## config.mk

```make
export PLATFORM = sky130hd
export DESIGN_NAME = clk_div_ctrl_flat
export DESIGN_NICKNAME = d
export VERILOG_FILES = /design/src/rtl/clk_div_pkg.sv /design/src/rtl/clk_div_ctrl_if.sv /design/src/rtl/clk_div_core.sv /design/src/rtl/clk_div_ctrl.sv /design/src/flat_wrapper.sv
export SDC_FILE = /design/constraint.sdc
export NUM_CORES = 1
export LEC_CHECK = 0
export BUFFER_PORTS_ARGS = -buffer_cell sky130_fd_sc_hd__buf_2
export CORE_UTILIZATION = 56
export DETAILED_ROUTE_END_ITERATION = 12
export PLACE_DENSITY = 0.79
export SLEW_MARGIN = 20
export SYNTH_ARGS = -nofsm -noshare
export SYNTH_HDL_FRONTEND = slang
export SYNTH_SLANG_ARGS = --single-unit
```

## constraint.sdc

```tcl
create_clock -name clk -period 3.2 [get_ports clk]
set_input_delay 0.16 -clock clk [delete_from_list [all_inputs] [get_ports clk]]
set_output_delay 0.16 -clock clk [all_outputs]
set_load 0.005 [all_outputs]
```

## src/rtl/clk_div_pkg.sv

```systemverilog
// -----------------------------------------------------------------------------
// clk_div_pkg
// Shared definitions for the programmable clock divider controller:
//   - state_e      : controller state encoding (IDLE, RUN, SWITCH_PEND, DRAIN)
//   - DIV_MIN      : smallest legal divide ratio
//   - high_thresh  : number of reference cycles o_div_clk is high per period
// -----------------------------------------------------------------------------
package clk_div_pkg;

   typedef enum logic [1:0] {
      IDLE        = 2'd0,
      RUN         = 2'd1,
      SWITCH_PEND = 2'd2,
      DRAIN       = 2'd3
   } state_e;

   localparam int unsigned DIV_MIN = 32'd2;

   // High phase covers counts 0 .. (N>>1)-1, so odd N is high floor(N/2).
   function automatic logic [31:0] high_thresh(input logic [31:0] n);
      return n >> 32'd1;
   endfunction

endpackage

```

## src/rtl/clk_div_ctrl_if.sv

```systemverilog
// -----------------------------------------------------------------------------
// clk_div_ctrl_if
// Ratio configuration handshake between register logic and the divider.
//   i_cfg_valid : new ratio offered            (master -> slave)
//   i_cfg_div   : requested ratio N, WIDTH bits (master -> slave)
//   o_cfg_ready : controller can take a ratio   (slave -> master)
//   o_cfg_err   : 1-cycle pulse, ratio rejected (slave -> master)
// A transfer happens in any cycle with i_cfg_valid & o_cfg_ready.
// -----------------------------------------------------------------------------
interface clk_div_ctrl_if #(
   parameter int WIDTH = 4
);
   logic             i_cfg_valid;
   logic [WIDTH-1:0] i_cfg_div;
   logic             o_cfg_ready;
   logic             o_cfg_err;

   modport master (
      output i_cfg_valid,
      output i_cfg_div,
      input  o_cfg_ready,
      input  o_cfg_err
   );

   modport slave (
      input  i_cfg_valid,
      input  i_cfg_div,
      output o_cfg_ready,
      output o_cfg_err
   );
endinterface

```

## src/rtl/clk_div_core.sv

```systemverilog
// -----------------------------------------------------------------------------
// clk_div_core
// Phase counter, period-end detection and divided-clock waveform.
// Optional macro CLK_DIV_DUTY50_EN adds a negedge flop giving 50% duty for odd
// ratios; without it odd N is high floor(N/2) cycles and low ceil(N/2).
// Ports:
//   clk, resetn     : reference clock, async active-low reset
//   cur_div_i       : ratio in effect this cycle (sets the wrap point)
//   nxt_div_i       : ratio in effect next cycle (shapes registered outputs)
//   run_i           : controller is running this cycle, counter advances
//   clear_i         : controller is idle next cycle, counter forced to 0
//   wrap_o          : this cycle is the last of the period (combinational)
//   count_o         : registered phase counter
//   div_clk_o       : divided clock
//   period_end_o    : registered last-cycle-of-period flag
// -----------------------------------------------------------------------------
module clk_div_core
   import clk_div_pkg::*;
#(
   parameter int WIDTH = 4
) (
   input  logic             clk,
   input  logic             resetn,
   input  logic [WIDTH-1:0] cur_div_i,
   input  logic [WIDTH-1:0] nxt_div_i,
   input  logic             run_i,
   input  logic             clear_i,
   output logic             wrap_o,
   output logic [WIDTH-1:0] count_o,
   output logic             div_clk_o,
   output logic             period_end_o
);

   logic [WIDTH-1:0] count_q, count_d;
   logic             pos_q, pos_d;
   logic             pe_q, pe_d;
   logic [WIDTH-1:0] last_s;
   logic [WIDTH-1:0] nxt_last_s;

   // Only compare against N-1, so the counter never overflows for legal N.
   assign last_s     = cur_div_i - WIDTH'(1);
   assign nxt_last_s = nxt_div_i - WIDTH'(1);
   assign wrap_o     = run_i & (count_q == last_s);

   // Next count and the waveform/period-end values it implies; outputs are
   // computed from next-state values so they can be registered.
   always_comb begin
      count_d = '0;
      pos_d   = 1'b0;
      pe_d    = 1'b0;
      if (clear_i) begin
         count_d = '0;
         pos_d   = 1'b0;
         pe_d    = 1'b0;
      end else begin
         // The first running cycle after IDLE shows count 0, hence !run_i -> 0.
         if (run_i && !wrap_o) begin
            count_d = count_q + WIDTH'(1);
         end else begin
            count_d = '0;
         end
         pos_d = (32'(count_d) < high_thresh(32'(nxt_div_i)));
         pe_d  = (count_d == nxt_last_s);
      end
   end

   // Counter and posedge waveform registers.
   always_ff @(posedge clk or negedge resetn) begin
      if (!resetn) begin
         count_q <= '0;
         pos_q   <= 1'b0;
         pe_q    <= 1'b0;
      end else begin
         count_q <= count_d;
         pos_q   <= pos_d;
         pe_q    <= pe_d;
      end
   end

   assign count_o      = count_q;
   assign period_end_o = pe_q;

`ifdef CLK_DIV_DUTY50_EN
   logic neg_q;

   // Half-cycle delayed copy of the posedge waveform for odd-ratio stretch.
   always_ff @(negedge clk or negedge resetn) begin
      if (!resetn) begin
         neg_q <= 1'b0;
      end else begin
         neg_q <= pos_q;
      end
   end

   // OR-ing the delayed copy extends the high phase by half a reference cycle.
   assign div_clk_o = cur_div_i[0] ? (pos_q | neg_q) : pos_q;
`else
   assign div_clk_o = pos_q;
`endif

endmodule

```

## src/rtl/clk_div_ctrl.sv

```systemverilog
// -----------------------------------------------------------------------------
// clk_div_ctrl
// Run-time programmable integer clock divider controller. Starts/stops the
// divided clock and takes ratio changes over a valid/ready handshake; stops
// and ratio changes only land on a period boundary so o_div_clk never glitches.
// Optional macro CLK_DIV_DUTY50_EN: 50% duty for odd ratios (see clk_div_core).
// Ports:
//   clk, resetn   : reference clock, async active-low reset
//   i_start       : begin generating the divided clock (ignored unless IDLE)
//   i_stop        : stop at the end of the current period (wins over i_start)
//   cfg_if        : ratio handshake (i_cfg_valid/i_cfg_div/o_cfg_ready/o_cfg_err)
//   o_busy        : controller not IDLE
//   o_div_clk     : divided clock
//   o_period_end  : pulse on the last cycle of each period
//   o_cur_div     : ratio currently in effect
//   o_count       : phase counter 0..o_cur_div-1
// -----------------------------------------------------------------------------
module clk_div_ctrl
   import clk_div_pkg::*;
#(
   parameter int WIDTH       = 4,
   parameter int DEFAULT_DIV = 7
) (
   input  logic               clk,
   input  logic               resetn,
   input  logic               i_start,
   input  logic               i_stop,
   clk_div_ctrl_if.slave      cfg_if,
   output logic               o_busy,
   output logic               o_div_clk,
   output logic               o_period_end,
   output logic [WIDTH-1:0]   o_cur_div,
   output logic [WIDTH-1:0]   o_count
);

   state_e           state_q, state_d;
   logic [WIDTH-1:0] cur_div_q, cur_div_d;
   logic [WIDTH-1:0] pend_q, pend_d;
   logic             stop_q, stop_d;
   logic             cfg_err_q, cfg_err_d;

   logic             cfg_ready_s;
   logic             cfg_fire_s;
   logic             cfg_bad_s;
   logic             cfg_ok_s;
   logic             running_s;
   logic             wrap_s;

   assign running_s   = (state_q != IDLE);
   assign cfg_ready_s = (state_q == IDLE) || (state_q == RUN);
   assign cfg_fire_s  = cfg_if.i_cfg_valid & cfg_ready_s;
   // Ratios 0 and 1 cannot form a period with a high and a low phase.
   assign cfg_bad_s   = cfg_fire_s & (32'(cfg_if.i_cfg_div) < DIV_MIN);
   assign cfg_ok_s    = cfg_fire_s & ~cfg_bad_s;

   // Controller next-state, ratio, pending and stop-flag decisions.
   always_comb begin
      state_d   = state_q;
      cur_div_d = cur_div_q;
      pend_d    = pend_q;
      stop_d    = stop_q;
      cfg_err_d = cfg_bad_s;
      case (state_q)
         IDLE: begin
            stop_d = 1'b0;
            if (cfg_ok_s) begin
               cur_div_d = cfg_if.i_cfg_div;
            end else begin
               cur_div_d = cur_div_q;
            end
            if (i_start && !i_stop) begin
               state_d = RUN;
            end else begin
               state_d = IDLE;
            end
         end
         RUN: begin
            // A stop arriving with an accepted ratio is remembered so the new
            // ratio still lands before the controller goes idle.
            if (cfg_ok_s) begin
               pend_d  = cfg_if.i_cfg_div;
               stop_d  = i_stop;
               state_d = SWITCH_PEND;
            end else if (i_stop) begin
               state_d = DRAIN;
            end else begin
               state_d = RUN;
            end
         end
         SWITCH_PEND: begin
            if (wrap_s) begin
               cur_div_d = pend_q;
               stop_d    = 1'b0;
               if (stop_q || i_stop) begin
                  state_d = IDLE;
               end else begin
                  state_d = RUN;
               end
            end else begin
               // Latch a stop pulse seen mid-period so it is not lost.
               stop_d  = stop_q | i_stop;
               state_d = SWITCH_PEND;
            end
         end
         DRAIN: begin
            if (wrap_s) begin
               state_d = IDLE;
            end else begin
               state_d = DRAIN;
            end
         end
         default: begin
            state_d = IDLE;
            stop_d  = 1'b0;
         end
      endcase
   end

   // Controller state and registered handshake outputs.
   always_ff @(posedge clk or negedge resetn) begin
      if (!resetn) begin
         state_q   <= IDLE;
         cur_div_q <= WIDTH'(DEFAULT_DIV);
         pend_q    <= '0;
         stop_q    <= 1'b0;
         cfg_err_q <= 1'b0;
      end else begin
         state_q   <= state_d;
         cur_div_q <= cur_div_d;
         pend_q    <= pend_d;
         stop_q    <= stop_d;
         cfg_err_q <= cfg_err_d;
      end
   end

   clk_div_core #(
      .WIDTH(WIDTH)
   ) u_core (
      .clk          (clk),
      .resetn       (resetn),
      .cur_div_i    (cur_div_q),
      .nxt_div_i    (cur_div_d),
      .run_i        (running_s),
      .clear_i      (state_d == IDLE),
      .wrap_o       (wrap_s),
      .count_o      (o_count),
      .div_clk_o    (o_div_clk),
      .period_end_o (o_period_end)
   );

   assign o_busy             = running_s;
   assign o_cur_div          = cur_div_q;
   assign cfg_if.o_cfg_ready = cfg_ready_s;
   assign cfg_if.o_cfg_err   = cfg_err_q;

endmodule

```

## src/flat_wrapper.sv

```systemverilog
// flat-port wrapper written by rule: the top's interface ports become plain ports
module clk_div_ctrl_flat import clk_div_pkg::*;
#(
   parameter int WIDTH       = 4,
   parameter int DEFAULT_DIV = 7
)
  (clk, resetn, i_start, i_stop, o_busy, o_div_clk, o_period_end, o_cur_div, o_count, cfg_if_i_cfg_valid, cfg_if_i_cfg_div, cfg_if_o_cfg_ready, cfg_if_o_cfg_err);
  clk_div_ctrl_if #(.WIDTH(WIDTH)) cfg_if_i ();
  input  logic clk;
  input  logic resetn;
  input  logic i_start;
  input  logic i_stop;
  output logic o_busy;
  output logic o_div_clk;
  output logic o_period_end;
  output logic [WIDTH-1:0] o_cur_div;
  output logic [WIDTH-1:0] o_count;
  input wire logic [$bits(cfg_if_i.i_cfg_valid)-1:0] cfg_if_i_cfg_valid;
  input wire logic [$bits(cfg_if_i.i_cfg_div)-1:0] cfg_if_i_cfg_div;
  output wire logic [$bits(cfg_if_i.o_cfg_ready)-1:0] cfg_if_o_cfg_ready;
  output wire logic [$bits(cfg_if_i.o_cfg_err)-1:0] cfg_if_o_cfg_err;
  assign cfg_if_i.i_cfg_valid = cfg_if_i_cfg_valid;
  assign cfg_if_i.i_cfg_div = cfg_if_i_cfg_div;
  assign cfg_if_o_cfg_ready = cfg_if_i.o_cfg_ready;
  assign cfg_if_o_cfg_err = cfg_if_i.o_cfg_err;
  clk_div_ctrl #(.WIDTH(WIDTH), .DEFAULT_DIV(DEFAULT_DIV)) u_core (.clk(clk), .resetn(resetn), .i_start(i_start), .i_stop(i_stop), .cfg_if(cfg_if_i), .o_busy(o_busy), .o_div_clk(o_div_clk), .o_period_end(o_period_end), .o_cur_div(o_cur_div), .o_count(o_count));
endmodule
```

==> results.py, run 1 <==
metrics = {
    "clock_network": {
        "clk_path_buf_depth": 2,
        "numClockSinks": 18,
        "clk_pin_slew_ps": 120,
        "cts_buffers": 3,
        "htreeDepth": 1,
        "insertion_delay_ps": 310,
        "clockRootBuffer": "clkbuf_4",
        "tritoncts": "done",
    },
    "global_routing": {
        "grt_max_degree": 19,
        "grt_pass1_wl_um": 5740,
        "grt_pass1_vias": 1240,
        "gr-usage-all-layers": 0.284,
        "grt_antenna_before_repair": 0,
        "grt_overflow_total": 0,
    },
    "critical_path": {
        "ff2ff_setup_slack_ps": 230,
        "rr_startpoint": "u_core.o_cur_div[0]",
        "setup.worst_path.end_class": "flip-flop",
        "endpoint": "u_core.u_core.period_end_o",
        "arrival_ps": 3200,
        "crit_start": "u_core.o_cur_div[0]",
        "path_class": "flip-flop to flip-flop",
        "cp_max_fo": 7,
        "startpoint_type": "flip-flop",
        "timing.rr.end": "u_core.u_core.period_end_o",
        "required_ps": 3430,
        "reg2reg_depth": 11,
    },
    "drt": {
        "wl_met2_um": 1600,
        "dr_wl_met3_um": 222,
        "wl_per_cell_um": 16.8,
        "ant_nets": 0,
        "vias_per_cell": 6.27,
        "drc": 0,
        "vias": 1304,
        "drt_wl_total_um": 3480,
        "drt_iter0_markers": 34,
        "top_layer_used": "met4",
        "wl_met1_um": 1620,
        "dr.pass1.iters": 4,
    },
    "synthesis": {
        "async_flop_share": 1.00,
        "syn_area_um2": 1440,
        "synth_fp_nets": 172,
        "avgSynthCellArea_um2": 9.47,
        "synth_top_area_share": 0.261,
        "synth.distinct_cells": 49,
        "yosys-top-cells-area": "dfrtp_1 (26%), ha_1 (9.6%), dfstp_2 (5.5%), inv_1 (3.9%), a21oi_1 (3.5%)",
        "yosysSeqAreaShare": 0.315,
        "ys_warn_count": 0,
        "netlist_instances": 152,
        "yosys-top-cells-count": "dfrtp_1 (15), inv_1 (15), ha_1 (11), a21oi_1 (10), o21ai_0 (9)",
        "synth_top_cell_by_area": "dfrtp_1",
        "ys_ff_latch": 18,
        "synth-edff-count": 0,
        "synth_flop_cell": "dfrtp_1",
    },
    "timing": {
        "fin_crit_sh": 0.929,
        "clock_skew_ps": 11.4,
        "finalCriticalPeriod_ps": 2970,
        "setup_viol": 0,
        "tightestPinTransition_ps": 625,
        "setup_tns_ps": 0,
        "slew_violations": 0,
        "fmax_mhz": 336,
        "slew_headroom": 0.581,
        "hold_violations": 0,
    },
    "floorplan": {
        "start_util": 0.587,
        "die-area_um2": 2780,
        "die_y_um": 52.7,
        "die_w_um": 52.7,
        "num_io_pins": 22,
        "rows": 18,
        "core_region_area_um2": 2450,
    },
    "worst_hold_path": {
        "hold_class": "input port to flip-flop",
        "hp-start": "cfg_if_i_cfg_div[0]",
    },
    "finish": {
        "nets": 199,
        "n_antenna_cell": 0,
        "area_growth_pct": 14.9,
        "drive_gt1_frac": 0.292,
        "final_cells": 208,
    },
    "power": {
        "leakagePower_nw": 0.745,
        "power_mw": 1.53,
        "ir_drop_mv": 0.541,
        "power_density_nw_per_um2": 922,
    },
    "placed_design": {
        "hpwl_um": 2580,
        "gp_congestion": 0.904,
        "place_inst": 201,
        "port-buffer-count": 21,
    },
    "job": {
        "maxCapViolations": 0,
    },
    "status": {
        "run_status": "completed",
    },
}
## per-stage QoR
stage,util,area (um^2),hold slack [ps],setup slack [ps]
2_1_floorplan,-,1440,-136,270
5_1_grt,0.674,1660,119,-14.2
6_report,0.674,1660,115,228
3_3_place_gp,0.645,1580,109,309
4_1_cts,0.664,1630,120,147
3_5_place_dp,0.645,1580,121,180
## sequential cells by signal, indices dropped and copies added (netlist names)
name	count
u_core.o_cur_div	4
u_core.pend_q	4
u_core.u_core.count_o	4
u_core.state_q	2
u_core.cfg_if.o_cfg_err	1
u_core.stop_q	1
u_core.u_core.div_clk_o	1
u_core.u_core.period_end_o	1
## cell usage in the layout (no fill, tap or decap), types with 2 or more instances in the layout
| cell type | instances |
|---|---|
| buf_2 | 21 |
| inv_1 | 15 |
| dfrtp_1 | 15 |
| ha_1 | 11 |
| a21oi_1 | 10 |
| o21ai_0 | 9 |
| nor2_1 | 7 |
| xor2_1 | 5 |
| nand2_1 | 5 |
| buf_4 | 5 |
| nand3_1 | 4 |
| o31ai_1 | 4 |
| nor2b_1 | 4 |
| nor3_2 | 3 |
| and3_1 | 3 |
| nand3b_1 | 3 |
| o32ai_1 | 3 |
| mux2_2 | 3 |
| clkbuf_4 | 3 |
| dfstp_2 | 3 |
| xnor2_2 | 2 |
| o211ai_1 | 2 |
| a32oi_1 | 2 |
| nor3_1 | 2 |
| a211oi_1 | 2 |
| a211oi_2 | 2 |
| nand4_1 | 2 |
| xnor2_1 | 2 |
| or3_1 | 2 |
| a21o_1 | 2 |
## worst min path at each step
stage | end | slack (ps) | cells after the start
floorplan | u_core.cfg_if.o_cfg_err | -140 | 0
finish | u_core.pend_q[0] | 110 | 2
global route | u_core.pend_q[0] | 120 | 2
detailed placement | u_core.cfg_if.o_cfg_err | 120 | 1
CTS | u_core.pend_q[0] | 120 | 2
global placement | u_core.pend_q[2] | 110 | 1
## critical path, stage by stage (launching register included)
cell      delay, ps
dfstp_2         620
inv_1            80
ha_1            300
xor2_1          220
nand3_2         170
o32a_1          390
o21ai_2         170
nor2_1           90
ha_1            290
o21ai_0          90
a2111o_1        340
a31oi_1         130
## power breakdown
part / internal (mW) / switching [mW] / leakage (nW) / total [mW]
logic: 0.414 / 0.565 / 0.496 / 0.979
registers: 0.320 / 0.0789 / 0.227 / 0.399
clock network: 0.0695 / 0.0789 / 0.0210 / 0.148
## timing repair
action                                 CTS  global route
hold buffers                             1             0
setup endpoints to repair                0             1
buffers inserted                         0             2
resized for setup                        0             2
endpoints found under the hold margin   15             0
## area by class of cell
class	count	area, um^2
Multi-Input combinational cell	114	918
Sequential cell	18	454
Fill cell	204	800
Inverter	15	56.3
Tap cell	30	37.5
Clock buffer	4	36.3
Timing Repair Buffer	27	153
## layer usage
metal  GRT usage  vias up
li1            -      613
met3      0.0435        7
met2       0.439       52
met1       0.395      632
met4       0.101        0
met5           0        -
## cell families after synthesis
family | Yosys count | synth area share
AO/OA/AOI/OAI | 49 | 0.263
XOR/XNOR | 10 | 0.0808
adder cells (fa/ha/maj) | 11 | 0.0956
buffers and inverters | 20 | 0.0539
flip-flops | 18 | 0.315
multiplexers | 3 | 0.0235
AND/OR/NAND/NOR | 41 | 0.168
Power figures use the tool's default switching activity.
==> inputs of run 2 (changes only) <==
--- a/config.mk
+++ b/config.mk
@@ -6,9 +6,9 @@
 export NUM_CORES = 1
 export LEC_CHECK = 0
 export BUFFER_PORTS_ARGS = -buffer_cell sky130_fd_sc_hd__buf_2
-export CORE_UTILIZATION = 56
+export CORE_UTILIZATION = 45
 export DETAILED_ROUTE_END_ITERATION = 12
-export PLACE_DENSITY = 0.79
+export PLACE_DENSITY = 0.66
 export SLEW_MARGIN = 20
 export SYNTH_ARGS = -nofsm -noshare
 export SYNTH_HDL_FRONTEND = slang
==> run 2 against run 1 <==
Effect of this change: sequential power about the same; flip-flop and latch count stayed put; power increased by 1.8%; clock skew is 3.4 ps lower; largest power group unchanged; core utilization is 12 points lower.
==> results.py, run 2 (same netlist as run 1, synthesis figures left out) <==
metrics = {
    "status": {
        "run_status": "completed",
    },
    "timing": {
        "slew_violations": 0,
        "finalCriticalPeriod_ps": 2970,
        "fin_crit_sh": 0.927,
        "rsz0062_at_grt": "no",
        "setup_viol": 0,
        "slew_headroom": 0.641,
        "setup_tns_ps": 0,
        "fin_ws_ps": 235,
        "hold_slack_ps": 132,
        "fmax_mhz": 337,
        "hold_violations": 0,
        "tightestPinTransition_ps": 536,
        "clock_skew_ps": 7.98,
    },
    "finish": {
        "final_util": 0.555,
        "drive_gt1_frac": 0.306,
        "n_antenna_cell": 0,
        "final_common_cell": "buf_2",
        "area_growth_pct": 17.7,
        "final_cells": 224,
        "final_cell_mix": "buf_2 (21), inv_1 (15), dfrtp_1 (15), ha_1 (11), a21oi_1 (10)",
        "final_area_um2": 1700,
        "nets": 201,
    },
    "floorplan": {
        "die_y_um": 58.6,
        "core_region_area_um2": 3050,
        "num_io_pins": 22,
        "start_util": 0.472,
        "die_w_um": 58.6,
        "die-area_um2": 3430,
        "rows": 20,
    },
    "global_routing": {
        "grt_antenna_before_repair": 0,
        "grt_pass1_wl_um": 5890,
        "grt_pass1_vias": 1240,
        "gr-usage-all-layers": 0.230,
        "grt_max_degree": 19,
        "grt_overflow_total": 0,
    },
    "clock_network": {
        "tritoncts": "done",
        "clk_pin_slew_ps": 120,
        "clockRootBuffer": "clkbuf_4",
        "clk_path_buf_depth": 2,
        "cts_buffers": 3,
        "htreeDepth": 1,
        "insertion_delay_ps": 310,
        "numClockSinks": 18,
    },
    "power": {
        "power_density_nw_per_um2": 916,
        "power_mw": 1.55,
        "ir_drop_mv": 0.453,
        "leakagePower_nw": 0.755,
    },
    "placed_design": {
        "place_worst_setup_slack_ps": 140,
        "hpwl_um": 2700,
        "postPlaceCellArea_um2": 1620,
        "port-buffer-count": 21,
        "gp_congestion": 0.899,
        "place_inst": 217,
    },
    "critical_path": {
        "setup.worst_path.end_class": "flip-flop",
        "required_ps": 3440,
        "path_class": "flip-flop to flip-flop",
        "arrival_ps": 3200,
        "cp_max_fo": 7,
        "startpoint_type": "flip-flop",
    },
    "drt": {
        "drt_wl_total_um": 3590,
        "vias_per_cell": 5.79,
        "drc": 0,
        "dr.pass1.iters": 4,
        "drt_iter0_markers": 44,
        "wl_per_cell_um": 16.0,
        "ant_nets": 0,
        "vias": 1297,
    },
    "worst_hold_path": {
        "hold_class": "input port to flip-flop",
    },
    "job": {
        "maxCapViolations": 0,
    },
}
==> run 2: worst paths after layout <==
| check | start | to | slack [ps] | cells after the start |
|---|---|---|---|---|
| min reg2reg | u_core.pend_q[1] | u_core.pend_q[1] | 520 | 1 |
| min in group asynchronous | resetn | u_core.o_cur_div[3] | 310 | 2 |
| max reg2reg | u_core.o_cur_div[0] | u_core.u_core.period_end_o | 230 | 11 |
| min | cfg_if_i_cfg_div[0] | u_core.pend_q[0] | 130 | 2 |
| max | u_core.o_cur_div[0] | u_core.u_core.period_end_o | 230 | 11 |
| max in group asynchronous | resetn | u_core.o_cur_div[1] | 2560 | 2 |
==> run 2: worst max-delay path: stages, from the launching register on <==
cell,delay [ps]
dfstp_2,620
inv_1,70
ha_1,330
xor2_2,190
nand3_2,170
o32a_1,390
o21ai_2,170
nor2_1,90
ha_1,290
o21ai_0,90
a2111o_1,340
a31oi_1,140
==> run 2: repair_timing <==
item,CTS,global route
setup endpoints to repair,0,1
buffers inserted,0,2
hold buffers,1,0
gates resized for setup,0,3
hold endpoints to repair,15,0
==> run 2: layer usage <==
layer,GRT usage,part of all wire
met4,0.0918,0.019
met2,0.371,0.46
met3,0.0330,0.047
met5,0,0
met1,0.310,0.48
==> run 2: power breakdown <==
| part | leakage [nW] | switching, mW | internal, mW |
|---|---|---|---|
| sequential | 0.227 | 0.0787 | 0.320 |
| clock | 0.0210 | 0.0810 | 0.0694 |
| combinational | 0.507 | 0.578 | 0.426 |
| total | 0.755 | 0.737 | 0.815 |
==> run 2: layout make-up <==
| type | instances | area (um^2) |
|---|---|---|
| Fill cell | 286 | 1360 |
| Sequential cell | 18 | 454 |
| Multi-Input combinational cell | 114 | 926 |
| Timing Repair Buffer | 29 | 168 |
| Tap cell | 44 | 55.1 |
| Inverter | 15 | 56.3 |
| Clock buffer | 4 | 36.3 |
==> inputs of run 3 (changes only) <==
--- a/config.mk
+++ b/config.mk
@@ -5,10 +5,11 @@
 export SDC_FILE = /design/constraint.sdc
 export NUM_CORES = 1
 export LEC_CHECK = 0
+export ABC_AREA = 1
 export BUFFER_PORTS_ARGS = -buffer_cell sky130_fd_sc_hd__buf_2
 export CORE_UTILIZATION = 45
 export DETAILED_ROUTE_END_ITERATION = 12
-export PLACE_DENSITY = 0.66
+export PLACE_DENSITY = 0.65
 export SLEW_MARGIN = 20
 export SYNTH_ARGS = -nofsm -noshare
 export SYNTH_HDL_FRONTEND = slang
==> run 3 against run 2 <==
Effect of this change: via count grew 2.2%; critical path type unchanged; core utilization down 1.2 points; routed wire length fell by 10%; register-to-register slack better by 170 ps.
==> results.py, run 3 <==
metrics = {
    "timing": {
        "fin_crit_sh": 0.873,
        "clock_skew_ps": 14.2,
        "rsz0062_at_grt": "no",
        "setup_tns_ps": 0,
        "tightestPinTransition_ps": 442,
        "finalCriticalPeriod_ps": 2790,
        "setup_viol": 0,
        "slew_violations": 0,
        "hold_slack_ps": 73.2,
        "slew_headroom": 0.705,
        "hold_violations": 0,
        "fmax_mhz": 358,
    },
    "floorplan": {
        "die-area_um2": 3530,
        "core_region_area_um2": 3080,
        "num_io_pins": 22,
        "die_w_um": 59.4,
        "die_y_um": 59.4,
        "rows": 20,
        "start_util": 0.481,
    },
    "critical_path": {
        "crit_start": "u_core.o_cur_div[0]",
        "startpoint_type": "flip-flop",
        "endpoint": "u_core.u_core.period_end_o",
        "rr_startpoint": "u_core.o_cur_div[0]",
        "cp_max_fo": 8,
        "arrival_ps": 3030,
        "reg2reg_depth": 16,
        "setup.worst_path.end_class": "flip-flop",
        "path_class": "flip-flop to flip-flop",
        "ff2ff_setup_slack_ps": 410,
        "required_ps": 3430,
        "timing.rr.end": "u_core.u_core.period_end_o",
    },
    "synthesis": {
        "synth.distinct_cells": 27,
        "synth_top_cell_by_area": "dfrtp_1",
        "synth_fp_nets": 227,
        "synth_top_area_share": 0.253,
        "syn_area_um2": 1480,
        "async_flop_share": 1.00,
        "synth-edff-count": 0,
        "yosysSeqAreaShare": 0.307,
        "yosys-top-cells-count": "nand2_1 (49), inv_1 (29), nand3_1 (20), nor2_1 (17), dfrtp_1 (15)",
        "ys_warn_count": 0,
        "synth_most_common_cell": "nand2_1",
        "yosys-top-cells-area": "dfrtp_1 (25%), nand2_1 (12%), ha_1 (9.3%), inv_1 (7.3%), nand3_1 (6.8%)",
        "netlist_instances": 207,
        "synth_flop_cell": "dfrtp_1",
        "ys_ff_latch": 18,
        "avgSynthCellArea_um2": 7.16,
    },
    "job": {
        "maxCapViolations": 0,
    },
    "drt": {
        "drc": 0,
        "drt_wl_total_um": 3230,
        "wl_per_cell_um": 11.7,
        "vias": 1326,
        "vias_per_cell": 4.80,
        "ant_nets": 0,
        "drt_iter0_markers": 15,
        "dr.pass1.iters": 4,
    },
    "placed_design": {
        "postPlaceCellArea_um2": 1640,
        "gp_congestion": 0.830,
        "hpwl_um": 2560,
        "port-buffer-count": 21,
    },
    "clock_network": {
        "numClockSinks": 18,
        "clk_path_buf_depth": 2,
        "insertion_delay_ps": 300,
        "cts.repair.resized": 0,
        "clk_pin_slew_ps": 120,
        "clockRootBuffer": "clkbuf_4",
        "cts_buffers": 3,
        "tritoncts": "done",
        "post-cts-setup-buffers": 0,
        "htreeDepth": 1,
    },
    "global_routing": {
        "busiest_layer": "met2",
        "grt_max_degree": 19,
        "gr-usage-all-layers": 0.216,
        "grt.met2_usage": 0.355,
        "grt_pass1_wl_um": 5610,
        "grt_pass1_vias": 1262,
        "met1_usage": 0.293,
        "grt_overflow_total": 0,
        "met3_usage": 0.0262,
        "grt_antenna_before_repair": 0,
    },
    "finish": {
        "area_growth_pct": 12.9,
        "final_common_cell": "nand2_1",
        "multi_input_area_um2": 872,
        "seq_area_um2": 454,
        "final_util": 0.543,
        "fillCellCount": 305,
        "final_cell_mix": "nand2_1 (49), inv_1 (29), buf_2 (21), nand3_1 (20), nor2_1 (17)",
        "final_area_um2": 1670,
        "n_antenna_cell": 0,
        "drive_gt1_frac": 0.259,
        "nets": 253,
    },
    "worst_hold_path": {
        "hold_class": "input port to flip-flop",
    },
    "power": {
        "power_mw": 1.69,
        "leakagePower_nw": 0.971,
        "power_density_nw_per_um2": 1010,
        "ir_drop_mv": 0.492,
    },
    "status": {
        "run_status": "completed",
    },
}
[run 3: cell count changes in the layout (fill, tap and decap cells not counted), sizes merged, moves of 4 or more]
cell / delta
nor2: +14
o31ai: -5
nand2: +57
a21oi: -7
nand3: +20
a211oi: -4
nor3: -4
nor2b: -4
inv: +23
o21ai: +5
buf: -7
[run 3: routing by layer]
metal | share of wire | routed length, um
met1 | 0.51 | 1660
met2 | 0.45 | 1440
met3 | 0.025 | 81
met4 | 0.014 | 46
met5 | 0 | 0
[run 3: through the flow]
stage	setup WS (ps)	std cells
2_1_floorplan	623	207
3_3_place_gp	514	271
3_5_place_dp	442	271
4_1_cts	408	276
5_1_grt	264	276
6_report	407	276
[run 3: area by class of cell]
| cell class | count | share of cell area |
|---|---|---|
| Clock buffer | 4 | 0.0157 |
| Inverter | 39 | 0.0898 |
| Multi-Input combinational cell | 149 | 0.521 |
| Sequential cell | 18 | 0.272 |
| Tap cell | 44 | 0.0329 |
| Timing Repair Buffer | 22 | 0.0688 |
[run 3: power by group]
group / internal (mW) / switching (mW) / total, mW
Sequential: 0.323 / 0.0836 / 0.406
Combinational: 0.421 / 0.735 / 1.16
Clock: 0.0486 / 0.0761 / 0.125
Total: 0.792 / 0.894 / 1.69
[run 3: repair_timing]
action	4_1_cts	5_1_grt
endpoints found under the hold margin	15	0
hold buffers	1	0
setup endpoints to repair	0	0
[run 3: cell families after synthesis]
kind of cell,after synthesis,synth area share
AO/OA/AOI/OAI,19,0.0667
buffers and inverters,40,0.105
XOR/XNOR,5,0.0296
flip-flops,18,0.307
adder cells (fa/ha/maj),11,0.0929
AND/OR/NAND/NOR,114,0.399
[run 3: worst min path at each step]
stage               depth (start not counted)                  endpoint  slack (ps)                start
floorplan                                   0   u_core.cfg_if.o_cfg_err        -140               resetn
global placement                            1  u_core.u_core.count_o[1]         130               resetn
detailed placement                          1  u_core.u_core.count_o[2]         130               resetn
CTS                                         3          u_core.pend_q[0]          80  cfg_if_i_cfg_div[0]
global route                                3          u_core.pend_q[0]          70  cfg_if_i_cfg_div[0]
finish                                      3          u_core.pend_q[0]          70  cfg_if_i_cfg_div[0]
[run 3: worst max-delay path, stage by stage, from the launching register on]
cell	delay, ps
dfstp_2	630
inv_2	70
ha_1	330
xor2_1	250
nand2_4	90
nor2_8	140
nand3_4	110
nand2_1	80
nand3_1	80
nand2_2	90
inv_2	50
ha_1	280
xnor2_1	160
nand2_1	70
nor2_1	100
nand3_1	80
a21oi_2	100
